<file path="src/rtl/mem_req_ctrl_if.sv">
// Bus bundle between a requester, the mem_req_ctrl front-end and the memory pins.
// The slave modport is the controller's view; master is the surrounding environment.
interface mem_req_ctrl_if #(
  parameter int ADDR_WIDTH = 16,
  parameter int DATA_WIDTH = 32
) ();
  localparam int STRB_WIDTH = DATA_WIDTH / 8;

  // Handshakes: a beat transfers on a rising edge where valid && ready. Once raised,
  // valid and its payload hold until that edge; ready never depends on valid.
  logic                  req_valid_i;
  logic                  req_ready_o;
  logic [ADDR_WIDTH-1:0] req_addr_i;
  logic                  req_we_i;
  logic [DATA_WIDTH-1:0] req_wdata_i;
  logic [STRB_WIDTH-1:0] req_wstrb_i;

  logic                  rsp_valid_o;
  logic                  rsp_ready_i;
  logic [DATA_WIDTH-1:0] rsp_rdata_o;
  logic                  rsp_we_o;
  logic                  rsp_err_o;

  logic [ADDR_WIDTH-1:0] mem_addr_o;
  logic                  mem_we_o;
  logic [DATA_WIDTH-1:0] mem_wdata_o;
  logic [STRB_WIDTH-1:0] mem_wstrb_o;
  logic [DATA_WIDTH-1:0] mem_rdata_i;

  modport slave (
    input  req_valid_i, req_addr_i, req_we_i, req_wdata_i, req_wstrb_i,
    input  rsp_ready_i, mem_rdata_i,
    output req_ready_o, rsp_valid_o, rsp_rdata_o, rsp_we_o, rsp_err_o,
    output mem_addr_o, mem_we_o, mem_wdata_o, mem_wstrb_o
  );

  modport master (
    output req_valid_i, req_addr_i, req_we_i, req_wdata_i, req_wstrb_i,
    output rsp_ready_i, mem_rdata_i,
    input  req_ready_o, rsp_valid_o, rsp_rdata_o, rsp_we_o, rsp_err_o,
    input  mem_addr_o, mem_we_o, mem_wdata_o, mem_wstrb_o
  );
endinterface

</file>
<file path="src/rtl/mem_req_ctrl.sv">
// Request/response front-end for a single-port synchronous memory with an in-order response FIFO.
// Optional alignment checking is enabled by defining MEM_REQ_CTRL_ALIGN_CHECK_EN.
module mem_req_ctrl #(
  parameter int ADDR_WIDTH = 16,
  parameter int DATA_WIDTH = 32,
  parameter int RSP_DEPTH  = 3
) (
  input logic           clk_i,
  input logic           arst_ni,
  mem_req_ctrl_if.slave bus
);
  localparam int STRB_WIDTH = DATA_WIDTH / 8;
  localparam int OFF_W      = $clog2(STRB_WIDTH);
  localparam int PTR_W      = $clog2(RSP_DEPTH);
  localparam int CNT_W      = $clog2(RSP_DEPTH + 1);
  localparam logic [PTR_W-1:0] LAST_PTR = PTR_W'(RSP_DEPTH - 1);
  localparam logic [CNT_W:0]   DEPTH_W  = (CNT_W + 1)'(RSP_DEPTH);

  typedef struct packed {
    logic [DATA_WIDTH-1:0] rdata;
    logic                  we;
    logic                  err;
  } rsp_entry_t;

  logic             s1_valid;
  logic             s1_we;
  logic             s1_err;
  logic [PTR_W-1:0] wr_ptr;
  logic [PTR_W-1:0] rd_ptr;
  logic [CNT_W-1:0] count;
  logic [CNT_W:0]   occupancy;
  rsp_entry_t       fifo_mem [RSP_DEPTH];
  rsp_entry_t       push_entry;
  rsp_entry_t       head;
  logic             req_ready;
  logic             accept;
  logic             misaligned;
  logic             push;
  logic             pop;
  logic             rsp_valid;

`ifdef MEM_REQ_CTRL_ALIGN_CHECK_EN
  if (OFF_W > 0) begin : g_align_check
    assign misaligned = |bus.req_addr_i[OFF_W-1:0];
  end else begin : g_byte_wide
    assign misaligned = 1'b0;
  end
`else
  assign misaligned = 1'b0;
`endif

  // The entry sitting in s1 already owns a FIFO slot, so it counts toward occupancy.
  assign occupancy = {1'b0, count} + {{CNT_W{1'b0}}, s1_valid};
  assign req_ready = arst_ni && (occupancy < DEPTH_W);
  assign accept    = bus.req_valid_i && req_ready;

  assign bus.req_ready_o = req_ready;
  assign bus.mem_addr_o  = bus.req_addr_i;
  assign bus.mem_wdata_o = bus.req_wdata_i;
  assign bus.mem_wstrb_o = bus.req_wstrb_i;
  assign bus.mem_we_o    = accept && bus.req_we_i && !misaligned;

  always_ff @(posedge clk_i or negedge arst_ni) begin
    if (!arst_ni) begin
      s1_valid <= 1'b0;
      s1_we    <= 1'b0;
      s1_err   <= 1'b0;
    end else begin
      s1_valid <= accept;
      if (accept) begin
        s1_we  <= bus.req_we_i;
        s1_err <= misaligned;
      end
    end
  end

  // Read data is only meaningful for good reads; writes and errored requests return zero.
  always_comb begin
    push_entry       = '0;
    push_entry.we    = s1_we;
    push_entry.err   = s1_err;
    push_entry.rdata = (s1_we || s1_err) ? '0 : bus.mem_rdata_i;
  end

  assign push      = s1_valid;
  assign rsp_valid = arst_ni && (count != '0);
  assign pop       = rsp_valid && bus.rsp_ready_i;

  always_ff @(posedge clk_i) begin
    if (push) begin
      fifo_mem[wr_ptr] <= push_entry;
    end
  end

  always_ff @(posedge clk_i or negedge arst_ni) begin
    if (!arst_ni) begin
      wr_ptr <= '0;
      rd_ptr <= '0;
      count  <= '0;
    end else begin
      if (push) begin
        wr_ptr <= (wr_ptr == LAST_PTR) ? '0 : wr_ptr + 1'b1;
      end
      if (pop) begin
        rd_ptr <= (rd_ptr == LAST_PTR) ? '0 : rd_ptr + 1'b1;
      end
      case ({push, pop})
        2'b10:   count <= count + 1'b1;
        2'b01:   count <= count - 1'b1;
        default: count <= count;
      endcase
    end
  end

  // The slot at rd_ptr is never the push target while occupied, so the head stays stable.
  assign head            = fifo_mem[rd_ptr];
  assign bus.rsp_valid_o = rsp_valid;
  assign bus.rsp_rdata_o = rsp_valid ? head.rdata : '0;
  assign bus.rsp_we_o    = rsp_valid && head.we;
`ifdef MEM_REQ_CTRL_ALIGN_CHECK_EN
  assign bus.rsp_err_o   = rsp_valid && head.err;
`else
  assign bus.rsp_err_o   = 1'b0;
`endif
endmodule

</file>
<file path="src/flat_wrapper.sv">
// flat-port wrapper written by rule: the top's interface ports become plain ports
module mem_req_ctrl_flat 
#(
  parameter int ADDR_WIDTH = 16,
  parameter int DATA_WIDTH = 32,
  parameter int RSP_DEPTH  = 3
)
  (clk_i, arst_ni, bus_req_valid_i, bus_req_addr_i, bus_req_we_i, bus_req_wdata_i, bus_req_wstrb_i, bus_rsp_ready_i, bus_mem_rdata_i, bus_req_ready_o, bus_rsp_valid_o, bus_rsp_rdata_o, bus_rsp_we_o, bus_rsp_err_o, bus_mem_addr_o, bus_mem_we_o, bus_mem_wdata_o, bus_mem_wstrb_o);
  mem_req_ctrl_if #(.ADDR_WIDTH(ADDR_WIDTH), .DATA_WIDTH(DATA_WIDTH)) bus_i ();
  input logic clk_i;
  input logic arst_ni;
  input wire logic [$bits(bus_i.req_valid_i)-1:0] bus_req_valid_i;
  input wire logic [$bits(bus_i.req_addr_i)-1:0] bus_req_addr_i;
  input wire logic [$bits(bus_i.req_we_i)-1:0] bus_req_we_i;
  input wire logic [$bits(bus_i.req_wdata_i)-1:0] bus_req_wdata_i;
  input wire logic [$bits(bus_i.req_wstrb_i)-1:0] bus_req_wstrb_i;
  input wire logic [$bits(bus_i.rsp_ready_i)-1:0] bus_rsp_ready_i;
  input wire logic [$bits(bus_i.mem_rdata_i)-1:0] bus_mem_rdata_i;
  output wire logic [$bits(bus_i.req_ready_o)-1:0] bus_req_ready_o;
  output wire logic [$bits(bus_i.rsp_valid_o)-1:0] bus_rsp_valid_o;
  output wire logic [$bits(bus_i.rsp_rdata_o)-1:0] bus_rsp_rdata_o;
  output wire logic [$bits(bus_i.rsp_we_o)-1:0] bus_rsp_we_o;
  output wire logic [$bits(bus_i.rsp_err_o)-1:0] bus_rsp_err_o;
  output wire logic [$bits(bus_i.mem_addr_o)-1:0] bus_mem_addr_o;
  output wire logic [$bits(bus_i.mem_we_o)-1:0] bus_mem_we_o;
  output wire logic [$bits(bus_i.mem_wdata_o)-1:0] bus_mem_wdata_o;
  output wire logic [$bits(bus_i.mem_wstrb_o)-1:0] bus_mem_wstrb_o;
  assign bus_i.req_valid_i = bus_req_valid_i;
  assign bus_i.req_addr_i = bus_req_addr_i;
  assign bus_i.req_we_i = bus_req_we_i;
  assign bus_i.req_wdata_i = bus_req_wdata_i;
  assign bus_i.req_wstrb_i = bus_req_wstrb_i;
  assign bus_i.rsp_ready_i = bus_rsp_ready_i;
  assign bus_i.mem_rdata_i = bus_mem_rdata_i;
  assign bus_req_ready_o = bus_i.req_ready_o;
  assign bus_rsp_valid_o = bus_i.rsp_valid_o;
  assign bus_rsp_rdata_o = bus_i.rsp_rdata_o;
  assign bus_rsp_we_o = bus_i.rsp_we_o;
  assign bus_rsp_err_o = bus_i.rsp_err_o;
  assign bus_mem_addr_o = bus_i.mem_addr_o;
  assign bus_mem_we_o = bus_i.mem_we_o;
  assign bus_mem_wdata_o = bus_i.mem_wdata_o;
  assign bus_mem_wstrb_o = bus_i.mem_wstrb_o;
  mem_req_ctrl #(.ADDR_WIDTH(ADDR_WIDTH), .DATA_WIDTH(DATA_WIDTH), .RSP_DEPTH(RSP_DEPTH)) u_core (.clk_i(clk_i), .arst_ni(arst_ni), .bus(bus_i));
endmodule
</file>
<file path="config.mk">
export PLATFORM = sky130hd
export DESIGN_NAME = mem_req_ctrl_flat
export DESIGN_NICKNAME = d
export VERILOG_FILES = /design/src/rtl/mem_req_ctrl_if.sv /design/src/rtl/mem_req_ctrl.sv /design/src/flat_wrapper.sv
export SDC_FILE = /design/constraint.sdc
export NUM_CORES = 1
export LEC_CHECK = 0
export CORE_ASPECT_RATIO = 0.75
export CORE_MARGIN = 2
export CORE_UTILIZATION = 49
export CTS_CLUSTER_SIZE = 8
export DETAILED_ROUTE_END_ITERATION = 8
export PLACE_DENSITY = 0.89
export SYNTH_ARGS = -nofsm -noshare
export SYNTH_HDL_FRONTEND = slang
export SYNTH_SLANG_ARGS = --single-unit
export TNS_END_PERCENT = 20
</file>
<file path="constraint.sdc">
create_clock -name clk_i -period 6.8 [get_ports clk_i]
set_input_delay 1.36 -clock clk_i [delete_from_list [all_inputs] [get_ports clk_i]]
set_output_delay 1.36 -clock clk_i [all_outputs]
set_load 0.005 [all_outputs]
</file>
After elaboration in Yosys (flattened, before gate mapping)
Memories as Yosys holds them, arrays and structs flattened.
Index checks and enable logic that the tools add are counted.

cells by class
  reduce and logical (&&, ||, !) cells = 8
  order comparisons = 1
  equal/unequal tests = 4
  $add $sub $neg = 5
  muxes and demuxes = 7

operators by type and width
  kind                 count
  $mux 32              2
  $add 2x1->2 const B  3
  $eq 2x2->1 const B   3
  $logic_and 1x1->1    6
  $mux 2               2
  $pmux 2 s2           1
  $reduce_bool 2->1    2
  $add 2x1->3          1
  $lt 3x2->1 const B   1
  $eq 2x1->1 const B   1
  $mux 1               2
  $sub 2x1->2 const B  1

storage, ports and cells
  word-level logic and storage cells = 31
  memory bits (writable) = 99
  flip-flop bits (word level) = 8
  input bits = 89
  output and inout port bits = 89
  memories = 1

memory list
  memory           words  bits a word  read ports  clocked after memory_dff  write ports  RTL line            source
  u_core.fifo_mem  3      33           1           0                         1            mem_req_ctrl.sv:32  rsp_entry_t fifo_mem [RSP_DEPTH];

Depth between registers and ports, before layout
Gate-level depths: netlist (run 1).

  depth after elaboration = 5
  gate-level depth with buffers = 6
  depth with buffers taken out = 6

Worst setup path before layout (run 1)
No wires, ideal clock.

  path type = reg-to-reg
  start = reg u_core.s1_valid, in the netlist u_core.push
  end = mem u_core.fifo_mem[2][0] (netlist name) (enable)
  arrival time = 2.897 ns
  setup slack = 3.432 ns
  stages on the path, launching flop included = 3
  period minus slack after synthesis = 3.368 ns
  library setup time = 0.471 ns
  data required time = 6.329 ns
  path buffers = 0
  cell sequence = dfrtp_1 inv_1 nor3b_1

on the way
  word-level cells in the longest chain between the ends = 2

RTL lines
  item                          RTL line            source
  start, declared               mem_req_ctrl.sv:25  logic s1_valid;
  start signal, assigned        mem_req_ctrl.sv:69  s1_valid <= accept;
  $mux 1                        mem_req_ctrl.sv:90  if (push) begin
  $mux 1 (implied by the code)  mem_req_ctrl.sv:91  fifo_mem[wr_ptr] <= push_entry;
  end, declared                 mem_req_ctrl.sv:32

No other way between the ends.

Final worst setup path (run 1)
  start = in arst_ni
  end = out bus_rsp_rdata_o[19]

on the way
  word-level cells in the longest chain between the ends = 2

RTL lines
  item               RTL line             source
  start, declared    flat_wrapper.sv:11   input logic arst_ni;
  $logic_and 1x1->1  mem_req_ctrl.sv:86   assign rsp_valid = arst_ni && (count != '0);
  $mux 32            mem_req_ctrl.sv:118  assign bus.rsp_rdata_o = rsp_valid ? head.rdata : '0;
  end, declared      flat_wrapper.sv:21   output wire logic [$bits(bus_i.rsp_rdata_o)-1:0] bus_rsp_rdata_o;

No other way between the ends.

==> flow_summary_export.csv, run 1 <==
group,metric,value,unit
run_status,status,"complete, no violations",
timing,hold_viol,0,
timing,period_share,69.5,%
worst_setup_path,cp-endpoint,"bus_rsp_rdata_o[19]",
synth,ys_warn_count,0,
power,ir_drop,193,uV
final_layout,nets,446,
final_layout,n_antenna_cell,0,
clock_tree,clockBufferDepth,2,
clock_tree,cts_root_buffer,"clkbuf_16",
synth,synth_edf_count,99,
worst_setup_path,regToRegStartpoint,"u_core.push$_DFF_PN0_",
detailed_routing,postRouteAntennaNets,0,
final_layout,n_fill_cell,777,
clock_tree,clkLatencyLatePin,340,ps
worst_setup_path,end_kind,"output pin",
floorplanning,die_h,91.8,um
power,switching_power,0.000646,W
clock_tree,numCtsBuffers,9,
worst_setup_path,cp_num_buf_inv,2,
worst_setup_path,crit_start,"arst_ni",
synth,seq_area_frac_synth,63.0,%
synth,avgSynthCellArea,15.0,sq um
worst_setup_path,cpMostUsedCell,"clkdlybuf4s50_1",
synth,netlist_area,5040,sq um
clock_tree,htree_levels,3,
timing,fin_crit,4730,ps
floorplanning,die-area,11100,sq um
timing,tns,0,ps
global_routing,track_usage,17.3,%
synth,ys.flop_type,"edfxtp_1",
timing,worst_pin_slew,1210,ps
synth,ys_ff_latch,107,
synth,syn_nets,427,
detailed_routing,vias,2567,
worst_setup_path,worst-r2r-setup-slack,4500,ps
worst_setup_path,worstRegToRegCells,3,
detailed_routing,drt_iter0_drc,101,
clock_tree,clk_transition_reported_paths,70,ps
global_routing,grt_overflow_total,0,
power,power.share.clock,23.9,%
timing,setup_viol,0,
global_routing,grt_max_degree,37,
worst_setup_path,cp_num_cells,4,
worst_setup_path,crit_type,"in2out",
detailed_routing,wirelength,9350,um
job,cap_violations,0,
worst_setup_path,start_kind,"input port",
worst_setup_path,worstReg2RegEnd,"u_core.fifo_mem[2][0]$_DFFE_PP_",
floorplanning,initial_core_util,49.8,%
detailed_routing,route.detailed.drc,0,
floorplanning,row_count,32,
worst_setup_path,cp.required,5440,ps
clock_tree,cts_resized,0,
worst_setup_path,critPathTopFamily,"buffers and inverters",
worst_setup_path,worst_path_max_delay_cell,"clkdlybuf4s50_1",
placement,gp_congestion,0.725,
timing,slew_headroom,18.8,%
detailed_routing,wire_per_inst,18.9,um
power,comb_power_share,29.8,%
synth,postSynthCellCount,335,
floorplanning,die_x,121,um
placement,place_area,5470,sq um
worst_setup_path,worstPathCellList,"clkdlybuf4s50_1, o21ai_4, nor2_1, clkdlybuf4s50_1",
synth,synth_cell_type_count,29,
detailed_routing,firstDrtPassIters,4,
floorplanning,core-area,10100,sq um
global_routing,grt_pass1_wl,14500,um
timing,slew_violations,0,
final_layout,postLayoutCoreUtil,57.0,%
placement,numPortBuffers,72,
placement,dp_hpwl,6040,um
global_routing,grt_pass1_vias,2720,
clock_tree,cts_sinks,107,
floorplanning,io_pins,178,
final_layout,layout_common_cells,"99 x edfxtp_1, 72 x clkdlybuf4s50_1, 34 x nor2_1, 33 x mux2i_1, 32 x nor2b_1",
power,p_seq_share,46.3,%
worst_setup_path,max_stage_delay,810,ps
power,p_int,0.00155,W
final_layout,finish.instance_area,5770,sq um
final_layout,syn_to_final_growth,14.6,%
clock_tree,postCtsSetupBuffers,0,
worst_setup_path,crit_fanout,34,
clock_tree,cts_tree,"yes",
power,p_sw_share,29.4,%
synth,synthArstFlopShare,7.48,%
detailed_routing,vias_per_cell,5.19,
final_layout,drive_gt1_share,16.7,%
timing,rsz0062_at_grt,"false",
power,pwr_density_cell,381,nW/um^2
timing,fmax,212,MHz
global_routing,antenna_found_initial,0,
power,power_leakage,2.06,nW
final_layout,layout_commonest_cell,"edfxtp_1",
clock_tree,cts_hold_buf,0,
worst_hold_path,hp-class,"reg2reg",
worst_setup_path,cp.arrival,3370,ps
timing,clock_skew,10.3,ps
## sequential cells by signal, summed over array words and instances (netlist names)
name             cells
u_core.fifo_mem     99
u_core.count         2
u_core.rd_ptr        2
u_core.wr_ptr        2
u_core.push          1
u_core.s1_we         1
## cell type report
cell class | instances | area [sq um] | share of cell area, %
sequential | 107 | 3180 | 55.0
multi-input combinational | 156 | 1360 | 23.5
timing repair buffer | 75 | 743 | 12.9
clock buffer | 9 | 225 | 3.90
tap | 136 | 170 | 2.95
clock inverter | 7 | 82.6 | 1.43
inverter | 5 | 18.8 | 0.325
## power by group through the flow
stage                     logic [W]  registers, W  clock network, W
after global placement     0.000638       0.00103                 0
after global routing       0.000711       0.00104          0.000561
after detailed placement   0.000658       0.00104                 0
after floorplan            0.000547      0.000920                 0
after CTS                  0.000663       0.00102          0.000533
final                      0.000655       0.00102          0.000526
## cell families after synthesis
| family | count (synthesis) | synth area share (%) |
|---|---|---|
| other | 1 | 0.0744 |
| AND/OR/NAND/NOR | 74 | 7.32 |
| buffers and inverters | 72 | 10.7 |
| XOR/XNOR | 3 | 0.521 |
| multiplexers | 67 | 16.2 |
| AO/OA/AOI/OAI | 8 | 1.49 |
| adder cells (fa/ha/maj) | 3 | 0.745 |
| flip-flops | 107 | 63.0 |
## through the flow
stage / power (W) / instances / hold WS (ps) / worst slack (ps)
after floorplan: 0.00147 / 335 / 488 / 3430
after global placement: 0.00166 / 479 / 548 / 2140
after detailed placement: 0.00169 / 479 / 569 / 2060
after CTS: 0.00222 / 495 / 587 / 2050
after global routing: 0.00231 / 495 / 591 / 1890
final: 0.00220 / 495 / 581 / 2070
## cell usage after synthesis (2+ instances only)
library cell	count	area, sq um
a21o_1	3	22.5
buf_12	2	40.0
buf_2	4	20.0
buf_4	56	420
clkbuf_1	3	11.3
dfrtp_1	8	200
edfxtp_1	99	2970
ha_1	3	37.5
inv_1	5	18.8
mux2_2	6	67.6
mux2_4	28	420
mux2i_1	33	330
nand2_1	2	7.51
nor2_1	35	131
nor2b_1	32	200
nor3_1	2	10.0
xnor2_1	2	17.5
## how the worst min path moves through the flow
stage | startpoint | endpoint | slack (ps) | cells past startpoint
final | u_core.wr_ptr[0]$_DFFE_PN0P_ | u_core.wr_ptr[0]$_DFFE_PN0P_ | 580 | 1
after global routing | u_core.wr_ptr[0]$_DFFE_PN0P_ | u_core.wr_ptr[0]$_DFFE_PN0P_ | 590 | 1
after CTS | u_core.wr_ptr[0]$_DFFE_PN0P_ | u_core.wr_ptr[0]$_DFFE_PN0P_ | 590 | 1
after detailed placement | u_core.count[1]$_DFFE_PN0P_ | u_core.count[1]$_DFFE_PN0P_ | 570 | 1
after global placement | u_core.wr_ptr[0]$_DFFE_PN0P_ | u_core.wr_ptr[0]$_DFFE_PN0P_ | 550 | 1
after floorplan | u_core.wr_ptr[1]$_DFFE_PN0P_ | u_core.wr_ptr[1]$_DFFE_PN0P_ | 490 | 1
## layer usage
metal	global-route usage (%)	up-vias	routed length (um)
li1	-	1164	-
met1	20.0	1278	3890
met2	30.2	95	4690
met3	4.85	30	551
met4	7.46	0	216
met5	0	-	0
Note: power is estimated with default switching activity, not from simulation.
==> run 2: changes to the inputs <==
CORE_UTILIZATION = 41   (was 49)
PLACE_DENSITY = 0.8   (was 0.89)
clock period = 4.05 ns   (was 6.8 ns; I/O delays follow)
==> flow_summary_export.csv, run 2 (synthesis results as in run 1) <==
group,metric,value,unit
timing,period_share,83.9,%
placement,pre_cts_ws,665,ps
global_routing,grt_max_degree,35,
floorplanning,die_x,132,um
power,p_int,0.00273,W
final_layout,nets,451,
timing,clock_skew,5.68,ps
final_layout,largest_reg_flops,99,
power,pwr_density_cell,639,nW/um^2
clock_tree,clockBufferDepth,2,
global_routing,gr-usage-met3,4.44,%
worst_setup_path,cp.required,3240,ps
timing,hold_viol,0,
global_routing,track_usage,13.7,%
worst_setup_path,regToRegStartpoint,"u_core.count[0]$_DFFE_PN0P_",
detailed_routing,vias_per_cell,4.72,
final_layout,n_fill_cell,1036,
worst_setup_path,max_stage_delay,560,ps
timing,slew_violations,0,
floorplanning,io_pins,178,
global_routing,antenna_found_initial,0,
placement,dp_hpwl,5760,um
worst_setup_path,worst_path_max_delay_cell,"clkdlybuf4s50_1",
worst_setup_path,worst-r2r-setup-slack,2160,ps
placement,numPortBuffers,72,
global_routing,grt_use_met1,15.1,%
worst_setup_path,cp.arrival,2590,ps
detailed_routing,wirelength,8760,um
final_layout,layout_commonest_cell,"edfxtp_1",
worst_setup_path,worstRegToRegCells,4,
final_layout,final-instance-count-excl-fill,530,
clock_tree,cts_hold_buf,0,
final_layout,ff_latch_area,3180,sq um
worst_setup_path,worstReg2RegEnd,"u_core.s1_we$_DFFE_PN0P_",
placement,place_area,5550,sq um
detailed_routing,vias,2499,
global_routing,use_met2,24.5,%
worst_hold_path,holdPathEnd,"u_core.wr_ptr[0]$_DFFE_PN0P_",
final_layout,layout_common_cells,"99 x edfxtp_1, 72 x clkdlybuf4s50_1, 34 x nor2_1, 33 x mux2i_1, 32 x nor2b_1",
final_layout,drive_gt1_share,17.3,%
clock_tree,cts_sinks,107,
detailed_routing,wire_per_inst,16.5,um
clock_tree,cts_resized,0,
worst_setup_path,crit_fanout,34,
global_routing,grt_pass1_wl,13600,um
timing,worst_pin_slew,1090,ps
timing,fmax,294,MHz
clock_tree,clkLatencyLatePin,340,ps
detailed_routing,firstDrtPassIters,4,
worst_hold_path,worstHoldPathCells,1,
final_layout,top_register,"u_core.fifo_mem",
floorplanning,initial_core_util,41.5,%
power,switching_power,0.00103,W
worst_hold_path,hp-class,"reg2reg",
final_layout,syn_to_final_growth,16.8,%
placement,placedCellCount,514,
worst_setup_path,worstPathCellList,"clkdlybuf4s50_1, buf_4, o21ai_4, nor2_1, clkdlybuf4s50_1",
timing,setup_viol,0,
final_layout,n_antenna_cell,0,
detailed_routing,postRouteAntennaNets,0,
power,comb_power_share,31.0,%
global_routing,grt_pass1_vias,2681,
placement,gp_congestion,0.662,
floorplanning,row_count,35,
power,power_leakage,2.10,nW
final_layout,finish.instance_area,5890,sq um
worst_setup_path,crit_type,"in2out",
power,p_seq_share,43.7,%
timing,worst_slack,650,ps
job,cap_violations,0,
final_layout,multi_input_area,1360,sq um
timing,rsz0062_at_grt,"false",
worst_setup_path,cpMostUsedCell,"clkdlybuf4s50_1",
worst_hold_path,min_from,"u_core.wr_ptr[0]$_DFFE_PN0P_",
detailed_routing,drt_iter0_drc,87,
final_layout,postLayoutCoreUtil,48.5,%
clock_tree,cts_tree,"yes",
timing,slew_headroom,27.4,%
power,power.share.clock,25.3,%
floorplanning,die_h,100,um
run_status,status,"complete, no violations",
clock_tree,htree_levels,3,
timing,tns,0,ps
floorplanning,die-area,13200,sq um
timing,fin_crit,3400,ps
worst_setup_path,end_kind,"output pin",
global_routing,top_usage_layer,"met2",
clock_tree,cts_root_buffer,"clkbuf_16",
clock_tree,clk_transition_reported_paths,60,ps
global_routing,grt_overflow_total,0,
worst_setup_path,start_kind,"input port",
clock_tree,numCtsBuffers,9,
power,ir_drop,317,uV
power,p_sw_share,27.5,%
clock_tree,postCtsSetupBuffers,0,
floorplanning,core-area,12100,sq um
detailed_routing,route.detailed.drc,0,
-- run 2: worst max path at each step --
stage	startpoint	endpoint	cells past startpoint
final	arst_ni	bus_rsp_rdata_o[21]	5
after CTS	arst_ni	bus_rsp_rdata_o[21]	5
after detailed placement	arst_ni	bus_rsp_rdata_o[21]	5
after floorplan	u_core.push$_DFF_PN0_	u_core.fifo_mem[2][0]$_DFFE_PP_	2
after global routing	arst_ni	bus_rsp_rdata_o[21]	5
after global placement	arst_ni	bus_rsp_rdata_o[4]	5
-- run 2: cell type report --
class / count / area share, %
Clock buffer: 10 / 3.89
Clock inverter: 6 / 1.76
Inverter: 5 / 0.319
Multi-Input combinational cell: 156 / 23.1
Sequential cell: 107 / 53.9
Tap cell: 166 / 3.53
Timing Repair Buffer: 80 / 13.5
-- run 2: critical path: cells and delay by family --
kind / cells / cell delay, ps
buffers and inverters: 3 / 1220
and+or+nand+nor: 1 / 270
AOI/OAI and AO/OA: 1 / 270
-- run 2: power groups by stage --
| stage | clock network (W) | registers (W) | logic (W) |
|---|---|---|---|
| detailed placement | 0 | 0.00167 | 0.00119 |
| global route | 0.00101 | 0.00167 | 0.00128 |
| floorplan | 0 | 0.00154 | 0.000918 |
| CTS | 0.000968 | 0.00165 | 0.00119 |
| finish | 0.000952 | 0.00164 | 0.00117 |
| global placement | 0 | 0.00166 | 0.00115 |
-- run 2: through the flow --
step / total power [W] / hold slack, ps
4_1_cts: 0.00381 / 574
6_report: 0.00376 / 569
3_5_place_dp: 0.00286 / 559
3_3_place_gp: 0.00281 / 544
5_1_grt: 0.00396 / 612
2_1_floorplan: 0.00246 / 488
-- run 2: metal layers --
layer	vias up	routed length, um	part of all wire [%]
li1	1180	-	-
met1	1218	3560	41
met2	68	4570	52
met3	33	403	4.6
met4	0	225	2.6
met5	-	0	0
